<file path="config.mk">
export PLATFORM = sky130hd
export DESIGN_NAME = ped_button_conditioner
export DESIGN_NICKNAME = d
export VERILOG_FILES = /design/src/rtl/ped_button_conditioner.sv
export SDC_FILE = /design/constraint.sdc
export NUM_CORES = 1
export LEC_CHECK = 0
export BUFFER_PORTS_ARGS = -buffer_cell sky130_fd_sc_hd__buf_2
export CORE_MARGIN = 10
export CORE_UTILIZATION = 40
export DETAILED_ROUTE_END_ITERATION = 10
export PLACE_DENSITY = 0.65
export SLEW_MARGIN = 10
export SYNTH_ARGS = -nofsm -noshare
export SYNTH_HDL_FRONTEND = slang
export SYNTH_SLANG_ARGS = --single-unit
</file>
<file path="constraint.sdc">
create_clock -name clk -period 2.3 [get_ports clk]
set_input_delay 0.345 -clock clk [delete_from_list [all_inputs] [get_ports clk]]
set_output_delay 0.345 -clock clk [all_outputs]
set_load 0.01 [all_outputs]
</file>
<file path="src/rtl/ped_button_conditioner.sv">
// Pedestrian push-button conditioner: 2-flop synchroniser, debouncer, press pulse,
// request hold until acknowledge, and post-service lockout with a dropped-press counter.
`timescale 1ns/1ps
module ped_button_conditioner #(
    parameter int unsigned DEBOUNCE_CYCLES = 1000000,
    parameter int unsigned LOCKOUT_CYCLES  = 200000000,
    parameter int unsigned CNT_W           = 28
) (
    input  logic       clk,
    input  logic       reset,
    input  logic       button_raw,
    input  logic       ack,
    output logic       btn_level,
    output logic       btn_pulse,
    output logic       req,
    output logic       lockout,
    output logic [7:0] drop_cnt
);

    typedef enum logic [1:0] {
        ST_IDLE    = 2'd0,
        ST_PENDING = 2'd1,
        ST_LOCKOUT = 2'd2
    } state_e;

    localparam logic [CNT_W-1:0] DEB_LAST  = CNT_W'(DEBOUNCE_CYCLES - 32'd1);
    localparam logic [CNT_W-1:0] LOCK_LAST = CNT_W'(LOCKOUT_CYCLES - 32'd1);
    localparam logic [CNT_W-1:0] CNT_ZERO  = {CNT_W{1'b0}};
    localparam logic [CNT_W-1:0] CNT_ONE   = CNT_W'(32'd1);

    logic [1:0]       sync_q;
    logic             level_q,   level_d;
    logic             pulse_q,   pulse_d;
    logic [CNT_W-1:0] deb_cnt_q, deb_cnt_d;
    state_e           state_q,   state_d;
    logic [CNT_W-1:0] lock_cnt_q, lock_cnt_d;
    logic [7:0]       drop_q,    drop_d;
    logic             req_q,     req_d;
    logic             lockout_q, lockout_d;

    // Debounce: the stable level flips only after the synchronised input has
    // disagreed with it for DEBOUNCE_CYCLES consecutive cycles.
    always_comb begin
        level_d   = level_q;
        deb_cnt_d = deb_cnt_q;
        pulse_d   = 1'b0;
        if (sync_q[1] != level_q) begin
            if (deb_cnt_q == DEB_LAST) begin
                level_d   = sync_q[1];
                deb_cnt_d = CNT_ZERO;
                pulse_d   = sync_q[1];
            end else begin
                deb_cnt_d = deb_cnt_q + CNT_ONE;
            end
        end else begin
            deb_cnt_d = CNT_ZERO;
        end
    end

    // Request / lockout sequencing driven by the registered press pulse.
    always_comb begin
        state_d    = state_q;
        lock_cnt_d = lock_cnt_q;
        drop_d     = drop_q;
        case (state_q)
            ST_IDLE: begin
                if (pulse_q) begin
                    state_d = ST_PENDING;
                end else begin
                    state_d = ST_IDLE;
                end
            end
            ST_PENDING: begin
                if (ack) begin
                    state_d    = ST_LOCKOUT;
                    lock_cnt_d = CNT_ZERO;
                end else begin
                    state_d = ST_PENDING;
                end
            end
            ST_LOCKOUT: begin
                if (pulse_q && (drop_q != 8'hFF)) begin
                    drop_d = drop_q + 8'd1;
                end else begin
                    drop_d = drop_q;
                end
                if (lock_cnt_q == LOCK_LAST) begin
                    state_d    = ST_IDLE;
                    lock_cnt_d = CNT_ZERO;
                end else begin
                    lock_cnt_d = lock_cnt_q + CNT_ONE;
                end
            end
            default: begin
                state_d    = ST_IDLE;
                lock_cnt_d = CNT_ZERO;
            end
        endcase
        req_d     = (state_d == ST_PENDING);
        lockout_d = (state_d == ST_LOCKOUT);
    end

    // Synchroniser and debounce state.
    always_ff @(posedge clk or negedge reset) begin
        if (!reset) begin
            sync_q    <= 2'b00;
            level_q   <= 1'b0;
            pulse_q   <= 1'b0;
            deb_cnt_q <= CNT_ZERO;
        end else begin
            sync_q    <= {sync_q[0], button_raw};
            level_q   <= level_d;
            pulse_q   <= pulse_d;
            deb_cnt_q <= deb_cnt_d;
        end
    end

    // Sequencer state and registered request/lockout flags.
    always_ff @(posedge clk or negedge reset) begin
        if (!reset) begin
            state_q    <= ST_IDLE;
            lock_cnt_q <= CNT_ZERO;
            drop_q     <= 8'd0;
            req_q      <= 1'b0;
            lockout_q  <= 1'b0;
        end else begin
            state_q    <= state_d;
            lock_cnt_q <= lock_cnt_d;
            drop_q     <= drop_d;
            req_q      <= req_d;
            lockout_q  <= lockout_d;
        end
    end

    assign btn_level = level_q;
    assign btn_pulse = pulse_q;
    assign req       = req_q;
    assign lockout   = lockout_q;
    assign drop_cnt  = drop_q;

endmodule

</file>
==> flow_summary.toml, run 1 <==
[logic_synthesis]
synth_nets = 374
yosysSeqAreaShare_pct = 49.3
synth_compound_area_share_pct = 7.98
synth_area_leaders = "dfrtp_1, xor2_1, nor2_1, xnor2_1, nand3_1"
ys_seq_elements = 72
synth_mux_area_share_pct = 0.583
synth_top_area_cell = "dfrtp_1"
synthCells = 367
synthAdderAreaFrac_pct = 1.03
synth-xor-area-share_pct = 10.3
synth_top_family_by_area = "simple AND/OR/NAND/NOR gates"
yosys_warnings = 0
yosysTopAreaCellShare_pct = 49.3
post_synth.cell_area_avg_um2 = 9.95
synth-simple-area-share_pct = 28.4
ys_types = 46
synth_area_um2 = 3650

[worst_setup_path]
crit_arrival_ns = 2.29
cp_max_fo = 7
worstPathRequired_ns = 2.54
critPathCaptureType = "flip-flop"
worst-setup-path-type = "flip-flop to flip-flop"
crit_path_start_kind = "flip-flop"

[sta]
setup_viol = 0
drv_slew = 0
max_slew.worst_pin.slew_ns = 0.585
maxSlewHeadroom_pct = 61.0
finalHoldViolCount = 0
tns_ns = 0
timing.final.crit_share_pct = 89.3
min_period_ns = 2.05
fin_ws_ns = 0.245
grt_setup_unrepaired = "no"
worst_clock_skew_ns = 0.00764
max_freq_mhz = 487

[placement]
dpl_cell_area_um2 = 3930
port_buffers = 15
place_hpwl_um = 5180
placed_cells = 492
gp_congestion = 0.783
dp_worst_setup_slack_ns = 0.258

[floorplanning]
fp.dieArea_um2 = 13300
ios = 16
fp.dieH_um = 116
dieWidth_um = 116
rows = 34
start_util_pct = 41.5
coreArea_um2 = 8810

[finish]
design_area_um2 = 4160
areaGrowthSynthToFinish_pct = 13.9
fin_util_pct = 47.2
final_common_cell = "dfrtp_1"
insertedDiodeCount = 0
fillers = 794
fin_nets = 403
stdcell_count = 509
final_cell_mix = "dfrtp_1, nor2_1, nand3_1"
drive_above_1_share_pct = 14.7

[global_routing]
grt_pass1_vias = 2684
antenna_found_initial = 0
grt_overflow_total = 0
grtUsageTotal_pct = 12.0
grt_pass1_wl_um = 13100
grt_max_degree = 28

[cts]
clkSinkCount = 72
root_buffer = "clkbuf_8"
clk_pin_slew_ns = 0.08
cts_made_buffers = 9
htreeDepth = 3
clockBufferDepth = 2
worstSkewPairLatency_ns = 0.35
cts_resized = 0
cts_tree = "done"

[routing]
post_drt_via_cell_ratio = 5.45
postRouteAntennaNets = 0
post-route-drc-count = 0
post_drt_wl_per_cell_um = 14.8
drt_first_pass_iters = 6
dr_total_vias = 2774
drtIter0Drc = 117
wl_um = 7520

[power_and_ir_drop]
power.density_nw_per_um2 = 585
ir_drop_v = 0.000327
p_leak_nw = 1.90

[outcome]
outcome = "complete, no violations"

[flow_run]
max-cap-violations = 0

[min_path]
worstHoldPathType = "primary input to flip-flop"
layer usage:
metal	GRT usage (%)	vias up	routed length, um	share of wire, %
li1	-	1361	-	-
met1	15.6	1354	3550	47
met2	18.7	55	3530	47
met3	4.19	4	382	5.1
met4	3.46	0	53	0.71
met5	0	-	0	0
path summary, 6_finish.rpt:
path	to	slack (ns)	cells past startpoint	start
setup / recovery	lock_cnt_q[20]$_DFFE_PN0P_	0.25	6	lock_cnt_q[0]$_DFFE_PN0P_
hold / removal	sync_q[0]$_DFF_PN0_	0.1	1	button_raw
setup reg to reg	lock_cnt_q[20]$_DFFE_PN0P_	0.25	6	lock_cnt_q[0]$_DFFE_PN0P_
hold reg to reg	sync_q[1]$_DFF_PN0_	0.35	0	sync_q[0]$_DFF_PN0_
max in group asynchronous	deb_cnt_q[19]$_DFF_PN0_	1.23	3	reset
min in group asynchronous	drop_cnt[6]$_DFFE_PN0P_	0.52	2	reset
kinds of logic after synthesis:
| family | Yosys count |
|---|---|
| AND/OR/NAND/NOR | 184 |
| flip-flops | 72 |
| AO/OA/AOI/OAI | 45 |
| XOR/XNOR | 43 |
| buffers and inverters | 18 |
| adder cells (fa/ha/maj) | 3 |
| multiplexers | 2 |
power breakdown:
| group | leakage (nW) | internal, mW | total, mW | switching, mW |
|---|---|---|---|---|
| combinational | 0.803 | 0.0158 | 0.0536 | 0.0378 |
| clock | 0.101 | 0.610 | 1.11 | 0.496 |
| sequential | 0.999 | 1.27 | 1.28 | 0.00544 |
| total | 1.90 | 1.90 | 2.44 | 0.539 |
metrics by stage:
| step | power [mW] | hold WS [ns] |
|---|---|---|
| 2_1_floorplan | 1.31 | 0.0494 |
| 3_3_place_gp | 1.36 | 0.333 |
| 3_5_place_dp | 1.36 | 0.340 |
| 4_1_cts | 2.46 | 0.0858 |
| 5_1_grt | 2.53 | 0.0737 |
| 6_report | 2.44 | 0.0990 |
final cells by class:
type / count / area, um^2 / share of cell area [%]
multi-input cells: 277 / 1760 / 42.4
well taps: 108 / 135 / 3.25
clock buffers: 9 / 124 / 2.98
inverters: 6 / 22.5 / 0.542
repair buffers: 30 / 215 / 5.17
clock inverters: 7 / 96.3 / 2.32
flip-flops and latches: 72 / 1800 / 43.3
worst max-delay path: stages (launching register included):
cell	delay, ns
dfrtp_1	0.40
ha_1	0.28
inv_1	0.08
or4_1	0.73
nor4_4	0.23
xnor2_1	0.15
nor2_1	0.06
registers in the layout, summed over array words and instances, names as in the netlist:
name / cells
deb_cnt_q: 28
lock_cnt_q: 28
drop_cnt: 8
state_q: 2
sync_q: 2
btn_level: 1
btn_pulse: 1
lockout: 1
req: 1
Yosys cell counts (all sizes together):
cell     instances
a21o             6
a21oi            8
a22o             5
a31oi           10
a41oi            1
and2             3
and3            13
and4            10
buf              4
clkbuf           8
dfrtp           72
ha               3
inv              6
mux2             1
mux2i            1
nand2           28
nand2b           3
nand3           30
nand3b           1
nand4           17
nor2            56
nor2b            1
nor3             7
nor3b            2
nor4             6
nor4b            2
o2111ai          1
o211ai           1
o21ai           11
o31a             1
o31ai            1
or3              1
or3b             1
or4              3
xnor2           18
xor2            25
timing repair:
action | in CTS | in global routing
hold buffers | 1 | 0
endpoints found under the hold margin | 16 | 0
setup buffers | 0 | 0
Note: power is estimated with default switching activity, not from simulation.
==> run 2: changes to the inputs <==
--- a/config.mk
+++ b/config.mk
@@ -9,8 +9,11 @@
 export CORE_MARGIN = 10
 export CORE_UTILIZATION = 40
 export DETAILED_ROUTE_END_ITERATION = 10
+export HOLD_SLACK_MARGIN = 0.05
+export MAX_ROUTING_LAYER = met4
 export PLACE_DENSITY = 0.65
 export SLEW_MARGIN = 10
 export SYNTH_ARGS = -nofsm -noshare
 export SYNTH_HDL_FRONTEND = slang
 export SYNTH_SLANG_ARGS = --single-unit
+export TNS_END_PERCENT = 5
==> run 2 against run 1 <==
Non-clock buffer count unchanged. Global-route usage rose by 0.33 points. Hold slack lost 0.00055 ns. Clock skew about the same.
==> flow_summary.toml, run 2 (synthesis results as in run 1) <==
[outcome]
outcome = "complete, no violations"

[finish]
final_cell_mix = "dfrtp_1, nor2_1, nand3_1"
drive_above_1_share_pct = 14.7
areaGrowthSynthToFinish_pct = 13.9
fin_util_pct = 47.2
final_common_cell = "dfrtp_1"
fin_nets = 403
stdcell_count = 509
insertedDiodeCount = 0

[global_routing]
grtUsageTotal_pct = 12.4
grt_pass1_vias = 2693
grt_pass1_wl_um = 13100
grt_max_degree = 28
grt_overflow_total = 0
antenna_found_initial = 0

[sta]
setup_viol = 0
min_period_ns = 2.05
maxSlewHeadroom_pct = 61.1
tns_ns = 0
worst_clock_skew_ns = 0.00758
grt_setup_unrepaired = "no"
fin_ws_ns = 0.246
max_slew.worst_pin.slew_ns = 0.584
drv_slew = 0
max_freq_mhz = 487
timing.final.crit_share_pct = 89.3
finalHoldViolCount = 0

[routing]
postRouteAntennaNets = 0
post_drt_wl_per_cell_um = 14.6
drt_first_pass_iters = 4
wl_um = 7440
dr_total_vias = 2773
post-route-drc-count = 0
drtIter0Drc = 137
post_drt_via_cell_ratio = 5.45

[cts]
cts_setup_buffers = 0
clockBufferDepth = 2
root_buffer = "clkbuf_8"
clk_pin_slew_ns = 0.08
cts_made_buffers = 9
ctsHoldBuffers = 1
cts_resized = 0
worstSkewPairLatency_ns = 0.35
htreeDepth = 3
cts_tree = "done"
clkSinkCount = 72

[worst_setup_path]
critPathCaptureType = "flip-flop"
worstPathRequired_ns = 2.53
critPathMaxStageDelay_ns = 0.54
worstPathCellList = "or4_4, nor4_4, a21oi_2, buf_4, nor2_4, nor2_1"
crit_path_start_kind = "flip-flop"
crit_slowest_cell = "or4_4"
cp_max_fo = 11
critPathTopFamily = "simple AND/OR/NAND/NOR gates"
worst-setup-path-type = "flip-flop to flip-flop"
worstPathBufferInverterCount = 1
crit_arrival_ns = 2.28

[power_and_ir_drop]
power.density_nw_per_um2 = 585
p_leak_nw = 1.90
ir_drop_v = 0.000327

[placement]
gp_congestion = 0.794
dp_worst_setup_slack_ns = 0.258
port_buffers = 15
placed_cells = 492
place_hpwl_um = 5180

[min_path]
worstHoldPathType = "primary input to flip-flop"

[floorplanning]
coreArea_um2 = 8810
start_util_pct = 41.5
ios = 16
fp.dieArea_um2 = 13300
dieWidth_um = 116
rows = 34
fp.dieH_um = 116

[flow_run]
max-cap-violations = 0
[run 2: cell counts in the layout (fill, tap and decap cells not counted)]
No cell type changed its count.
[run 2: stage by stage]
| step | area, um^2 | total power, mW | hold slack (ns) |
|---|---|---|---|
| finish | 4160 | 2.43 | 0.0985 |
| global placement | 3930 | 1.36 | 0.333 |
| global route | 4160 | 2.52 | 0.0778 |
| CTS | 4160 | 2.46 | 0.0858 |
| detailed placement | 3930 | 1.36 | 0.340 |
| floorplan | 3650 | 1.31 | 0.0494 |
[run 2: where the power goes]
group	internal (mW)	switching, mW
combinational	0.0158	0.0376
clock	0.609	0.494
sequential	1.27	0.00544
[run 2: layer usage]
metal,track usage (%),up-vias,wire [um]
li1,-,1363,-
met1,15.5,1352,3490
met2,18.8,46,3500
met3,3.72,12,363
met4,3.97,0,86
met5,-,-,0
[run 2: path summary, 6_finish.rpt]
check	start	endpoint	slack, ns	depth (start not counted)
min in group asynchronous	reset	drop_cnt[6]$_DFFE_PN0P_	0.52	2
setup reg to reg	lock_cnt_q[18]$_DFFE_PN0P_	lock_cnt_q[14]$_DFFE_PN0P_	0.25	6
hold / removal	button_raw	sync_q[0]$_DFF_PN0_	0.1	1
max in group asynchronous	reset	deb_cnt_q[19]$_DFF_PN0_	1.23	3
setup / recovery	lock_cnt_q[18]$_DFFE_PN0P_	lock_cnt_q[14]$_DFFE_PN0P_	0.25	6
hold reg to reg	sync_q[0]$_DFF_PN0_	sync_q[1]$_DFF_PN0_	0.35	0
[run 2: area by class of cell]
cell class	instances	area (um^2)
clock buffers	9	124
clock inverters	7	96.3
fillers	794	4650
inverters	6	22.5
multi-input cells	277	1760
flip-flops and latches	72	1800
well taps	108	135
repair buffers	30	215
==> run 3: changes to the inputs <==
--- a/config.mk
+++ b/config.mk
@@ -11,7 +11,7 @@
 export DETAILED_ROUTE_END_ITERATION = 10
 export HOLD_SLACK_MARGIN = 0.05
 export MAX_ROUTING_LAYER = met4
-export PLACE_DENSITY = 0.65
+export PLACE_DENSITY_LB_ADDON = 0.25
 export SLEW_MARGIN = 10
 export SYNTH_ARGS = -nofsm -noshare
 export SYNTH_HDL_FRONTEND = slang
==> run 3 against run 2 <==
Combinational power fell by 9.0%. Largest power group unchanged. Global-route usage down 0.42 points. Final area fell by 0.90%. First-iteration DRC count rose by 26%. Critical endpoint is now lock_cnt_q[10]$_DFFE_PN0P_. Clock-buffer cell count grew 1. Non-clock buffer count fell by 3. Critical path type unchanged. Sequential cell count did not move.
==> flow_summary.toml, run 3 (synthesis results as in run 1) <==
[global_routing]
met3_usage_pct = 2.17
grt_pass1_wl_um = 12600
groute.layer.met1.usage_pct = 15.9
grt_pass1_vias = 2654
grt_max_degree = 73
grt_overflow_total = 0
antenna_found_initial = 0
gr-usage-met2_pct = 17.1
grt_busiest_layer = "met2"
grtUsageTotal_pct = 12.0

[min_path]
worstHoldPathType = "primary input to flip-flop"
min_delay_path_depth = 1
min_from = "button_raw"

[cts]
cts_made_buffers = 9
htreeDepth = 3
cts_tree = "done"
clk_pin_slew_ns = 0.08
clockBufferDepth = 2
root_buffer = "clkbuf_8"
cts_resized = 0
ctsHoldBuffers = 1
clkSinkCount = 72
worstSkewPairLatency_ns = 0.35
cts_setup_buffers = 0

[worst_setup_path]
crit_arrival_ns = 2.26
critPathCaptureType = "flip-flop"
crit_path_start_kind = "flip-flop"
worstPathBufferInverterCount = 0
worstPathRequired_ns = 2.54
worst-setup-path-type = "flip-flop to flip-flop"
crit_end = "lock_cnt_q[10]$_DFFE_PN0P_"
r2r-end = "lock_cnt_q[10]$_DFFE_PN0P_"
worstSetupStartpoint = "lock_cnt_q[18]$_DFFE_PN0P_"
crit_slowest_cell = "or4_4"
r2r_setup_slack_ns = 0.27
critPathMaxStageDelay_ns = 0.55
crit-reg2reg-launch = "lock_cnt_q[18]$_DFFE_PN0P_"
r2r_cells = 5
cp_num_cells = 5
cp_max_fo = 5
critPathTopFamily = "simple AND/OR/NAND/NOR gates"
worstPathCellList = "or4_4, nor4_4, a21o_1, o21ai_1, a22o_1"

[sta]
drv_slew = 0
grt_setup_unrepaired = "no"
worst_clock_skew_ns = 0.00845
tns_ns = 0
max_slew.worst_pin.slew_ns = 0.502
fin_ws_ns = 0.271
finalHoldViolCount = 0
min_period_ns = 2.03
maxSlewHeadroom_pct = 66.3
max_freq_mhz = 493
setup_viol = 0
timing.final.crit_share_pct = 88.2

[power_and_ir_drop]
power.density_nw_per_um2 = 572
p_switching_mw = 0.539
ir_drop_v = 0.000433
share_clk_of_total_power_pct = 43.8
intPower_mw = 1.82
p_leak_nw = 1.88
total_power_mw = 2.36
switching_share_pct = 22.9
seqPwrFrac_pct = 54.2
combinationalPowerShare_pct = 2.1

[placement]
port_buffers = 15
dp_worst_setup_slack_ns = 0.274
gp_congestion = 0.795
place_hpwl_um = 4940
dpl_cell_area_um2 = 3910

[finish]
final_common_cell = "dfrtp_1"
insertedDiodeCount = 0
areaGrowthSynthToFinish_pct = 12.9
fin_nets = 400
drive_above_1_share_pct = 14.1
final_cell_mix = "dfrtp_1, nor2_1, nand3_1"
design_area_um2 = 4120
fillers = 822

[routing]
post-route-drc-count = 0
post_drt_wl_per_cell_um = 14.5
drt_first_pass_iters = 4
drtIter0Drc = 172
wl_um = 7320
postRouteAntennaNets = 0
post_drt_via_cell_ratio = 5.46
dr_total_vias = 2763

[floorplanning]
start_util_pct = 41.5
rows = 34
ios = 16
coreArea_um2 = 8810
dieWidth_um = 116
fp.dieArea_um2 = 13300
fp.dieH_um = 116

[outcome]
outcome = "complete, no violations"

[flow_run]
max-cap-violations = 0
-- run 3: cell count changes in the layout (fill, tap and decap cells not counted), sizes merged --
cell      delta
inv          +1
clkbuf       +1
clkinvlp     -1
buf          -3
bufinv       -1
-- run 3: how the worst min path moves through the flow --
| stage | to | slack [ns] |
|---|---|---|
| 2_1_floorplan | btn_level$_DFFE_PN0P_ | 0.05 |
| 3_3_place_gp | sync_q[1]$_DFF_PN0_ | 0.33 |
| 3_5_place_dp | sync_q[1]$_DFF_PN0_ | 0.35 |
| 4_1_cts | sync_q[0]$_DFF_PN0_ | 0.08 |
| 5_1_grt | sync_q[0]$_DFF_PN0_ | 0.09 |
| 6_report | sync_q[0]$_DFF_PN0_ | 0.1 |
-- run 3: metal layers --
metal | vias up | routed length [um]
li1 | 1361 | -
met1 | 1364 | 3780
met2 | 29 | 3230
met3 | 9 | 200
met4 | 0 | 110
met5 | - | 0
-- run 3: through the flow --
step,util [%],instances,hold slack [ns]
after floorplan,-,367,0.0494
after global routing,46.8,506,0.0878
final,46.8,506,0.0964
after global placement,44.4,489,0.333
after CTS,46.8,506,0.0805
after detailed placement,44.4,489,0.346
-- run 3: cell type report --
cell class	count	area (um^2)	area share (%)
Clock buffer	10	138	3.34
Clock inverter	6	67.6	1.64
Inverter	6	22.5	0.546
Multi-Input combinational cell	277	1760	42.8
Sequential cell	72	1800	43.7
Tap cell	108	135	3.28
Timing Repair Buffer	27	193	4.68
-- run 3: power groups by stage --
stage,clock [mW],combinational [mW],sequential [mW]
global route,1.10,0.0573,1.28
detailed placement,0,0.0503,1.30
global placement,0,0.0506,1.30
floorplan,0,0.0132,1.30
finish,1.03,0.0485,1.28
CTS,1.06,0.0519,1.28
